File: config.mk
export PLATFORM = sky130hd
export DESIGN_NAME = event_generator_unit_resource_handshake
export DESIGN_NICKNAME = d
export VERILOG_FILES = /design/src/rtl/event_generator_unit_resource_handshake_pkg.sv /design/src/rtl/event_generator_unit_resource_handshake_pair.sv /design/src/rtl/event_generator_unit_resource_handshake.sv
export SDC_FILE = /design/constraint.sdc
export NUM_CORES = 1
export LEC_CHECK = 0
export BUFFER_PORTS_ARGS = -buffer_cell sky130_fd_sc_hd__buf_2
export CORE_ASPECT_RATIO = 1.75
export CORE_MARGIN = 2
export CORE_UTILIZATION = 61
export CTS_CLUSTER_SIZE = 30
export DETAILED_ROUTE_END_ITERATION = 12
export HOLD_SLACK_MARGIN = 0.02
export PLACE_DENSITY = 0.82
export SLEW_MARGIN = 10
export SYNTH_ARGS = -nofsm -noshare
export SYNTH_HDL_FRONTEND = slang
export SYNTH_SLANG_ARGS = --single-unit
File: constraint.sdc
create_clock -name clk -period 2.9 [get_ports clk]
set_input_delay 0.29 -clock clk [delete_from_list [all_inputs] [get_ports clk]]
set_output_delay 0.29 -clock clk [all_outputs]
set_load 0.01 [all_outputs]
File: src/rtl/event_generator_unit_resource_handshake_pkg.sv
// Shared types and constants for the event generator unit resource handshake.
package pa_EventGeneratorUnit;

  localparam int unsigned HOLD_CYCLES_DEFAULT    = 32'd4;
  localparam int unsigned TIMEOUT_CYCLES_DEFAULT = 32'd255;

  // One-hot so req/ready decode stays a single flop per output.
  typedef enum logic [4:0] {
    ST_IDLE    = 5'b00001,
    ST_REQ     = 5'b00010,
    ST_ACTIVE  = 5'b00100,
    ST_HOLD    = 5'b01000,
    ST_RELEASE = 5'b10000
  } hs_state_e;

  function automatic int unsigned cnt_width(input int unsigned hold, input int unsigned timeout);
    int unsigned m;
    m = (hold > timeout) ? hold : timeout;
    return (m < 32'd1) ? 32'd1 : $clog2(m + 32'd1);
  endfunction

endpackage

File: src/rtl/event_generator_unit_resource_handshake_pair.sv
// One clock-power pair: four-phase req/ack FSM with release hold-off and sticky ack timeout.
module event_generator_unit_resource_handshake_pair
  import pa_EventGeneratorUnit::*;
#(
  parameter int unsigned HOLD_CYCLES    = HOLD_CYCLES_DEFAULT,
  parameter int unsigned TIMEOUT_CYCLES = TIMEOUT_CYCLES_DEFAULT
) (
  input  logic clk,
  input  logic reset,
  input  logic i_req_eff,
  input  logic i_ack_sync,
  input  logic i_err_clear,
  output logic o_req,
  output logic o_ready,
  output logic o_err
);

  localparam int unsigned    CW          = cnt_width(HOLD_CYCLES, TIMEOUT_CYCLES);
  localparam logic [CW-1:0]  C_ONE       = CW'(1);
  localparam logic [CW-1:0]  C_TO_MAX    = CW'(TIMEOUT_CYCLES);
  localparam logic [CW-1:0]  C_HOLD_LAST = CW'((HOLD_CYCLES > 32'd0) ? (HOLD_CYCLES - 32'd1) : 32'd0);
  localparam logic           C_NO_HOLD   = (HOLD_CYCLES == 32'd0);

  hs_state_e     r_state, w_state_nxt;
  logic [CW-1:0] r_hold_cnt, w_hold_cnt_nxt;
  logic [CW-1:0] r_to_cnt, w_to_cnt_nxt;
  logic          r_req, r_ready, r_err;
  logic          w_req_nxt, w_ready_nxt, w_err_nxt, w_to_set;

  // State, counter and output registers.
  always_ff @(posedge clk or posedge reset) begin
    if (reset) begin
      r_state    <= ST_IDLE;
      r_hold_cnt <= '0;
      r_to_cnt   <= '0;
      r_req      <= 1'b0;
      r_ready    <= 1'b0;
      r_err      <= 1'b0;
    end else begin
      r_state    <= w_state_nxt;
      r_hold_cnt <= w_hold_cnt_nxt;
      r_to_cnt   <= w_to_cnt_nxt;
      r_req      <= w_req_nxt;
      r_ready    <= w_ready_nxt;
      r_err      <= w_err_nxt;
    end
  end

  // Next-state logic.
  always_comb begin
    w_state_nxt = r_state;
    case (r_state)
      ST_IDLE:    if (i_req_eff && !i_ack_sync) w_state_nxt = ST_REQ;     else w_state_nxt = ST_IDLE;
      ST_REQ:     if (i_ack_sync)               w_state_nxt = ST_ACTIVE;  else w_state_nxt = ST_REQ;
      ST_ACTIVE: begin
        if (i_req_eff)      w_state_nxt = ST_ACTIVE;
        else if (C_NO_HOLD) w_state_nxt = ST_RELEASE;
        else                w_state_nxt = ST_HOLD;
      end
      ST_HOLD: begin
        if (i_req_eff)                      w_state_nxt = ST_ACTIVE;
        else if (r_hold_cnt >= C_HOLD_LAST) w_state_nxt = ST_RELEASE;
        else                                w_state_nxt = ST_HOLD;
      end
      ST_RELEASE: if (!i_ack_sync) w_state_nxt = ST_IDLE; else w_state_nxt = ST_RELEASE;
      default:    w_state_nxt = ST_IDLE;
    endcase
  end

  // Saturating counters; both restart on any state change.
  always_comb begin
    w_hold_cnt_nxt = '0;
    w_to_cnt_nxt   = '0;
    if (w_state_nxt != r_state) begin
      w_hold_cnt_nxt = '0;
      w_to_cnt_nxt   = '0;
    end else begin
      if ((r_state == ST_HOLD) && (r_hold_cnt != '1)) w_hold_cnt_nxt = r_hold_cnt + C_ONE;
      else                                            w_hold_cnt_nxt = r_hold_cnt;
      if (((r_state == ST_REQ) || (r_state == ST_RELEASE)) && (r_to_cnt != C_TO_MAX))
        w_to_cnt_nxt = r_to_cnt + C_ONE;
      else
        w_to_cnt_nxt = r_to_cnt;
    end
  end

  assign w_to_set = (r_to_cnt != C_TO_MAX) && (w_to_cnt_nxt == C_TO_MAX);

  // Output decode from the next state so the outputs come straight from flops.
  always_comb begin
    w_req_nxt   = 1'b0;
    w_ready_nxt = 1'b0;
    case (w_state_nxt)
      ST_REQ:    begin w_req_nxt = 1'b1; w_ready_nxt = 1'b0; end
      ST_ACTIVE: begin w_req_nxt = 1'b1; w_ready_nxt = 1'b1; end
      ST_HOLD:   begin w_req_nxt = 1'b1; w_ready_nxt = 1'b1; end
      default:   begin w_req_nxt = 1'b0; w_ready_nxt = 1'b0; end
    endcase
    if (w_to_set)         w_err_nxt = 1'b1;
    else if (i_err_clear) w_err_nxt = 1'b0;
    else                  w_err_nxt = r_err;
  end

  assign o_req   = r_req;
  assign o_ready = r_ready;
  assign o_err   = r_err;

endmodule

File: src/rtl/event_generator_unit_resource_handshake.sv
// PCGC resource handshake: synchronises async request/ack and runs one handshake channel per pair.
module event_generator_unit_resource_handshake
  import pa_EventGeneratorUnit::*;
#(
  parameter int unsigned INCLUDE_EVENT_GENERATOR_UNIT = 32'd1,
  parameter int unsigned NUM_CLOCK_POWER_PAIR         = 32'd2,
  parameter int unsigned HOLD_CYCLES                  = HOLD_CYCLES_DEFAULT,
  parameter int unsigned TIMEOUT_CYCLES               = TIMEOUT_CYCLES_DEFAULT
) (
  input  logic                            clk,
  input  logic                            reset,
  input  logic [NUM_CLOCK_POWER_PAIR-1:0] reqResources,
  input  logic [NUM_CLOCK_POWER_PAIR-1:0] reqResources_a,
  input  logic [NUM_CLOCK_POWER_PAIR-1:0] pcgcAck,
  input  logic                            errClear,
  output logic [NUM_CLOCK_POWER_PAIR-1:0] pcgcReq,
  output logic [NUM_CLOCK_POWER_PAIR-1:0] resourceReady,
  output logic [NUM_CLOCK_POWER_PAIR-1:0] ackTimeoutErr
);

  generate
    if (INCLUDE_EVENT_GENERATOR_UNIT != 32'd0) begin : g_inc
      logic [NUM_CLOCK_POWER_PAIR-1:0] r_req_a_meta, r_req_a_sync;
      logic [NUM_CLOCK_POWER_PAIR-1:0] r_ack_meta, r_ack_sync;
      logic [NUM_CLOCK_POWER_PAIR-1:0] w_req_eff;

      // Two-flop synchronisers for the asynchronous request and ack inputs.
      always_ff @(posedge clk or posedge reset) begin
        if (reset) begin
          r_req_a_meta <= '0;
          r_req_a_sync <= '0;
          r_ack_meta   <= '0;
          r_ack_sync   <= '0;
        end else begin
          r_req_a_meta <= reqResources_a;
          r_req_a_sync <= r_req_a_meta;
          r_ack_meta   <= pcgcAck;
          r_ack_sync   <= r_ack_meta;
        end
      end

      assign w_req_eff = reqResources | r_req_a_sync;

      for (genvar i = 0; i < NUM_CLOCK_POWER_PAIR; i++) begin : g_pair
        event_generator_unit_resource_handshake_pair #(
          .HOLD_CYCLES   (HOLD_CYCLES),
          .TIMEOUT_CYCLES(TIMEOUT_CYCLES)
        ) u_pair (
          .clk        (clk),
          .reset      (reset),
          .i_req_eff  (w_req_eff[i]),
          .i_ack_sync (r_ack_sync[i]),
          .i_err_clear(errClear),
          .o_req      (pcgcReq[i]),
          .o_ready    (resourceReady[i]),
          .o_err      (ackTimeoutErr[i])
        );
      end
    end else begin : g_none
      logic w_unused;
      assign w_unused      = ^{clk, reset, reqResources, reqResources_a, pcgcAck, errClear};
      assign pcgcReq       = '0;
      assign resourceReady = '0;
      assign ackTimeoutErr = '0;
    end
  endgenerate

endmodule
======== After elaboration in Yosys (flattened, before gate mapping) ========
Index checks and enable logic that the tools add are counted.
word-level totals
  ROM bits ................................ 0
  bits in latches ......................... 0
  memory bits (writable) .................. 0
  output and inout port bits .............. 6
  memories ................................ 0
  bits in registers ....................... 56
  bits of input ports ..................... 9
operators by class
  bitwise logic cells ..................... 1
  add/sub/neg operators ................... 4
  multipliers ............................. 0
  div/mod/pow operators ................... 0
  magnitude comparators ................... 2
  shift operators ......................... 0
  multiplexer cells ....................... 29
  reductions and logical operators ........ 20
  equality and inequality tests ........... 24
operator list
  kind                                                 number
  2-to-1 mux 8 bit                                     8
  one-hot mux 5 bit (5 select lines)                   2
  adder 8 x 1 -> 8 bit, second input constant          4
  != test 8 bit, second input constant                 4
  2-to-1 mux 5 bit                                     6
  equality test 5 x 2 -> 1 bit, second input constant  4
  equality test 5 x 3 -> 1 bit, second input constant  4
  equality test 5 x 4 -> 1 bit, second input constant  4
  equality test 8 bit, second input constant           2
  >= comparator 8 x 2 -> 1 bit, second input constant  2
  equality test 5 x 1 -> 1 bit, second input constant  2
  equality test 5 bit, second input constant           2
  != test 5 bit                                        2
  logical AND 1 bit                                    8
  2-to-1 mux 4 bit                                     2
  nonzero test 2 bit                                   4
  2-to-1 mux 1 bit                                     7
  2-to-1 mux 3 bit                                     2
  OR reduction 3 bit                                   2
  2-to-1 mux 2 bit                                     2
  OR reduction 2 bit                                   2
  logical NOT 1 bit                                    2
  logical OR 1 bit                                     2
  OR 2 bit                                             1

======== Longest topological paths before layout ========
  depth in word-level cells ............... 9
  mapped depth ............................ 7

======== Cells and area by module ========
Synthesis repeated with hierarchy kept, for this count alone.
second synthesis, totals
  cell total of the unflattened synthesis .. 325
  area, all modules ....................... 3066.7 um^2
modules (own cells, without submodules)
  module                                        sequential area each (um^2)  cells an instance  times used  area each (um^2)
  event_generator_unit_resource_handshake_pair  601.8                        157                2           1425.1
  event_generator_unit_resource_handshake       200.2                        11                 1           216.5

======== Least setup slack after synthesis ========
No wires, ideal clock.
  path kind ............................... reg-to-reg
  start point ............................. reg g_inc.g_pair[0].u_pair.r_hold_cnt[0]
  end point ............................... reg g_inc.g_pair[0].u_pair.r_err
  library setup time ...................... 0.104 ns
  buffers on the path ..................... 0
  arrival time ............................ 1.995 ns
  setup slack ............................. 0.802 ns
  stages on the path, launching flop included .. 7
  required time ........................... 2.796 ns
  cells stage by stage .................... dfrtp_1 > ha_1 > nor4_1 > nand4_1 > a222oi_1 > o2111ai_2 > o41ai_2
between the ends
  longest elaborated chain between the ends .. 9
  elaborated cells on any way between the ends .. 10
RTL lines
  what                                                    RTL line                                            RTL
  from (decl)                                             event_generator_unit_resource_handshake_pair.sv:25  logic [CW-1:0] r_hold_cnt, w_hold_cnt_nxt;
  from (signal assigned)                                  event_generator_unit_resource_handshake_pair.sv:41  r_hold_cnt <= w_hold_cnt_nxt;
  >= comparator 8 x 2 -> 1 bit (*)                        event_generator_unit_resource_handshake_pair.sv:62  else if (r_hold_cnt >= C_HOLD_LAST) w_state_nxt = ST_RELEASE;
  2-to-1 mux 5 bit (*)                                    event_generator_unit_resource_handshake_pair.sv:62
  2-to-1 mux 5 bit (*)                                    event_generator_unit_resource_handshake_pair.sv:61  if (i_req_eff) w_state_nxt = ST_ACTIVE;
  one-hot mux 5 bit (5 select lines) (*)                  event_generator_unit_resource_handshake_pair.sv:52  case (r_state)
  != test 5 bit (*)                                       event_generator_unit_resource_handshake_pair.sv:74  if (w_state_nxt != r_state) begin
  2-to-1 mux 8 bit (*)                                    event_generator_unit_resource_handshake_pair.sv:74
  equality test 8 bit (*)                                 event_generator_unit_resource_handshake_pair.sv:87  assign w_to_set = (r_to_cnt != C_TO_MAX) && (w_to_cnt_nxt == C_TO_MAX);
  logical AND 1 bit (*)                                   event_generator_unit_resource_handshake_pair.sv:87
  2-to-1 mux 1 bit or nonzero test 2 bit (tied branches)  --
  to (signal assigned)                                    event_generator_unit_resource_handshake_pair.sv:45  r_err <= w_err_nxt;
  to (decl)                                               event_generator_unit_resource_handshake_pair.sv:27  logic r_req, r_ready, r_err;
Every way passes the cells marked *; elsewhere a longest branch is shown, timed or not.
A chain may end at the register's enable or synchronous reset.

======== Worst setup path in the final report ========
  start point ............................. reg g_inc.g_pair[0].u_pair.r_state[3]
  end point ............................... reg g_inc.g_pair[0].u_pair.r_err
between the ends
  longest elaborated chain between the ends .. 8
  elaborated cells on any way between the ends .. 15
RTL lines
  what                                                                         RTL line                                            RTL
  from (decl)                                                                  event_generator_unit_resource_handshake_pair.sv:24  hs_state_e r_state, w_state_nxt;
  from (signal assigned)                                                       event_generator_unit_resource_handshake_pair.sv:40  r_state <= w_state_nxt;
  parallel branches: the longest is 4 deep, another holds equality test 5 bit  --
  2-to-1 mux 8 bit (*)                                                         event_generator_unit_resource_handshake_pair.sv:74
  equality test 8 bit (*)                                                      event_generator_unit_resource_handshake_pair.sv:87
  logical AND 1 bit (*)                                                        event_generator_unit_resource_handshake_pair.sv:87
  2-to-1 mux 1 bit or nonzero test 2 bit (tied branches)                       --
Mark *: on every way between the ends.

==> flow_summary_export.csv <==
group,metric,value,unit
status,status,"finished with violations",
status,violations,"DRC",
die,core_area,0.00502,sq mm
synth,synthTopCellsByArea,"dfrtp_1, nor2_1, xnor2_1",
synth,ys_ff_latch,56,
synth,synthCells,342,
timing,finalMaxSlewViolations,0,
finish,fillers,387,
clock_tree,cts_resized,0,
drt,routed_wl,6160,microns
synth,ys.flop_type,"dfrtp_1",
place,place_inst,391,
global_routing,grt_antenna_before_repair,0,
clock_tree,cts_buffer_depth,2,
clock_tree,cts.sink_count,56,
clock_tree,post-cts-setup-buffers,0,
setup_path,critPathArrivalTime,2.64,ns
flow_run,maxCapViolCount,0,
finish,antenna_cells,0,
setup_path,reg2reg_setup_slack,0.46,ns
synth,avgSynthCellArea,9.37,sq um
finish,final_util,0.668,
synth,synth_nets,355,
place,gp_congestion,0.880,
global_routing,grt_max_degree,34,
clock_tree,htreeDepth,2,
drt,vias,2479,
clock_tree,cts_tree,"built",
power,power_density,604,mW/mm^2
timing,holdWs,0.0745,ns
synth,ys_seq_area_frac,0.438,
synth,synth_area_leader_cell,"dfrtp_1",
synth,synthTopCellsByCount,"dfrtp_1, nor2_1, nand2_1, xnor2_1",
global_routing,grt.overflow.total,0,
die,die_w,58.8,microns
drt,drt_iter0_markers,205,
timing,min_period,2.44,ns
global_routing,grt_use_total,0.230,
min_path,hp-class,"in2reg",
min_path,min_from,"pcgcAck[0]",
min_path,hold_path_depth,1,
synth,synth_async_sr_flop_share,1.00,
setup_path,path_class,"reg2reg",
setup_path,path_cells,"or3_1 -> nor2_1 -> nand3_1 -> a2111o_1 -> o41ai_2",
die,die_area,0.00587,sq mm
clock_tree,clkTransAtPathRegs,0.10,ns
timing,fin_tns_setup,0,ns
min_path,holdPathEnd,"g_inc.r_ack_meta[0]$_DFF_PP0_",
synth,yosys_warnings,0,
die,start_util,0.639,
global_routing,grt_pass1_vias,2472,
synth,yosys.cell_count.top_type,"dfrtp_1",
setup_path,end_kind,"register",
timing,hold_viol,0,
timing,rsz0062_at_grt,"no",
timing,clock_skew,0.0104,ns
place,dpl_cell_area,0.00325,sq mm
timing,tightest_slew,0.822,ns
setup_path,cp_max_fo,11,
drt,wl_per_cell,15.4,microns
setup_path,r2r-start,"g_inc.g_pair[0].u_pair.r_state[3]$_DFF_PP0_",
die,io_pins,15,
setup_path,cpMaxStageDelayCell,"nor2_1",
drt,vias_per_cell,6.20,
timing,final-setup-viol-count,0,
timing,relSlewSlack,0.447,
setup_path,crit_path_start,"g_inc.g_pair[0].u_pair.r_state[3]$_DFF_PP0_",
finish,finalNonFillerCells,400,
synth,synth_cell_types,62,
setup_path,worst_r2r_endpoint,"g_inc.g_pair[0].u_pair.o_err$_DFFE_PP0P_",
die,num_rows,34,
finish,final_nets,358,
timing,fin_crit_sh,0.840,
setup_path,reg2regPathDepth,5,
die,die_y,99.9,microns
setup_path,start_kind,"register",
global_routing,grt_pass1_wl,10500,microns
drt,drtPass1Iterations,10,
place,port_buffers,14,
finish,drive_gt1_frac,0.133,
clock_tree,numCtsBuffers,5,
clock_tree,root_buffer,"clkbuf_8",
synth,synth_top_area_share,0.422,
finish,area_delta_synth_final,4.57,%
clock_tree,clkLatencyLatePin,0.31,ns
synth,synth_edf_count,0,
setup_path,critPathMaxStageDelay,0.55,ns
power,vdd_ir_drop_max,0.519,mV
place,dp_hpwl,4470,microns
power,power.leakage,1.39,nW
drt,drc,1,
finish,design_area,0.00335,sq mm
drt,ant_nets,0,
synth,synth_area,0.00321,sq mm
timing,fmax,0.411,GHz
setup_path,worstPathRequired,3.11,ns
## area by class of cell
class | count | area [sq um] | area share
Tap cell | 54 | 67.6 | 0.0202
Sequential cell | 56 | 1400 | 0.419
Inverter | 7 | 26.3 | 0.00784
Timing Repair Buffer | 21 | 125 | 0.0373
Clock inverter | 3 | 21.3 | 0.00635
Clock buffer | 5 | 68.8 | 0.0205
Multi-Input combinational cell | 254 | 1640 | 0.489
## metrics by stage
stage	total power (W)	setup WS [ns]
floorplan	0.00146	0.802
global placement	0.00159	0.605
detailed placement	0.00161	0.499
CTS	0.00205	0.485
global route	0.00215	0.305
finish	0.00203	0.464
## power by group
part,switching (W),total (W),internal [W]
registers,0.000107,0.000966,0.000860
clock network,0.000258,0.000430,0.000172
logic,0.000387,0.000629,0.000242
total,0.000751,0.00203,0.00127
## flip-flops by register name, summed over array words and instances, names as in the netlist
register / count
g_inc.g_pair.u_pair.o_err: 2
g_inc.g_pair.u_pair.o_ready: 2
g_inc.g_pair.u_pair.o_req: 2
g_inc.g_pair.u_pair.r_hold_cnt: 16
g_inc.g_pair.u_pair.r_state: 10
g_inc.g_pair.u_pair.r_to_cnt: 16
g_inc.r_ack_meta: 2
g_inc.r_ack_sync: 2
g_inc.r_req_a_meta: 2
g_inc.r_req_a_sync: 2
## worst max-delay path by stage
stage                                                    end  slack (ns)  depth (start not counted)
finish              g_inc.g_pair[0].u_pair.o_err$_DFFE_PP0P_        0.46                          5
global route        g_inc.g_pair[0].u_pair.o_err$_DFFE_PP0P_        0.30                          6
CTS                 g_inc.g_pair[0].u_pair.o_err$_DFFE_PP0P_        0.49                          5
detailed placement  g_inc.g_pair[0].u_pair.o_err$_DFFE_PP0P_        0.50                          5
global placement    g_inc.g_pair[0].u_pair.o_err$_DFFE_PP0P_        0.60                          5
floorplan           g_inc.g_pair[0].u_pair.o_err$_DFFE_PP0P_        0.80                          6
## logic make-up (layout without fill, tap and decap cells)
family | count (synthesis) | in the layout | share of synthesized area
and+or+nand+nor | 164 | 164 | 0.270
DFF | 56 | 56 | 0.438
AOI/OAI and AO/OA | 49 | 49 | 0.121
buffers and inverters | 32 | 36 | 0.0507
xor gates and xnor gates | 29 | 29 | 0.0792
muxes | 8 | 8 | 0.0258
adders and majority gates | 4 | 4 | 0.0156
## critical path: cells and delay by family (launching register included)
family | cells | cell delay (ns)
AOI/OAI and AO/OA | 2 | 0.73
and+or+nand+nor | 3 | 1.14
DFF | 1 | 0.47
## layer usage
metal | up-vias | share of wire | global-route usage
met2 | 55 | 0.55 | 0.435
met3 | 12 | 0.025 | 0.0387
li1 | 1231 | - | -
met1 | 1181 | 0.41 | 0.238
met5 | - | 0 | 0
met4 | 0 | 0.022 | 0.0927
## layout by cell type (no fill, tap or decap), types with 10 or more instances in the layout
cell,Yosys,layout
xnor2_1,19,19
dfrtp_1,54,54
nor2_1,46,46
nand4_1,11,11
nand3_1,17,17
buf_2,7,14
nand2_1,24,24
xor2_1,10,10
nor4_1,10,10
nor3_1,17,17
## timing repair
| item | 4_1_cts | 5_1_grt |
|---|---|---|
| hold buffers | 1 | 0 |
| hold endpoints to repair | 23 | 0 |
| endpoints found under the setup margin | 0 | 0 |
(Power assumes the default switching activity.)
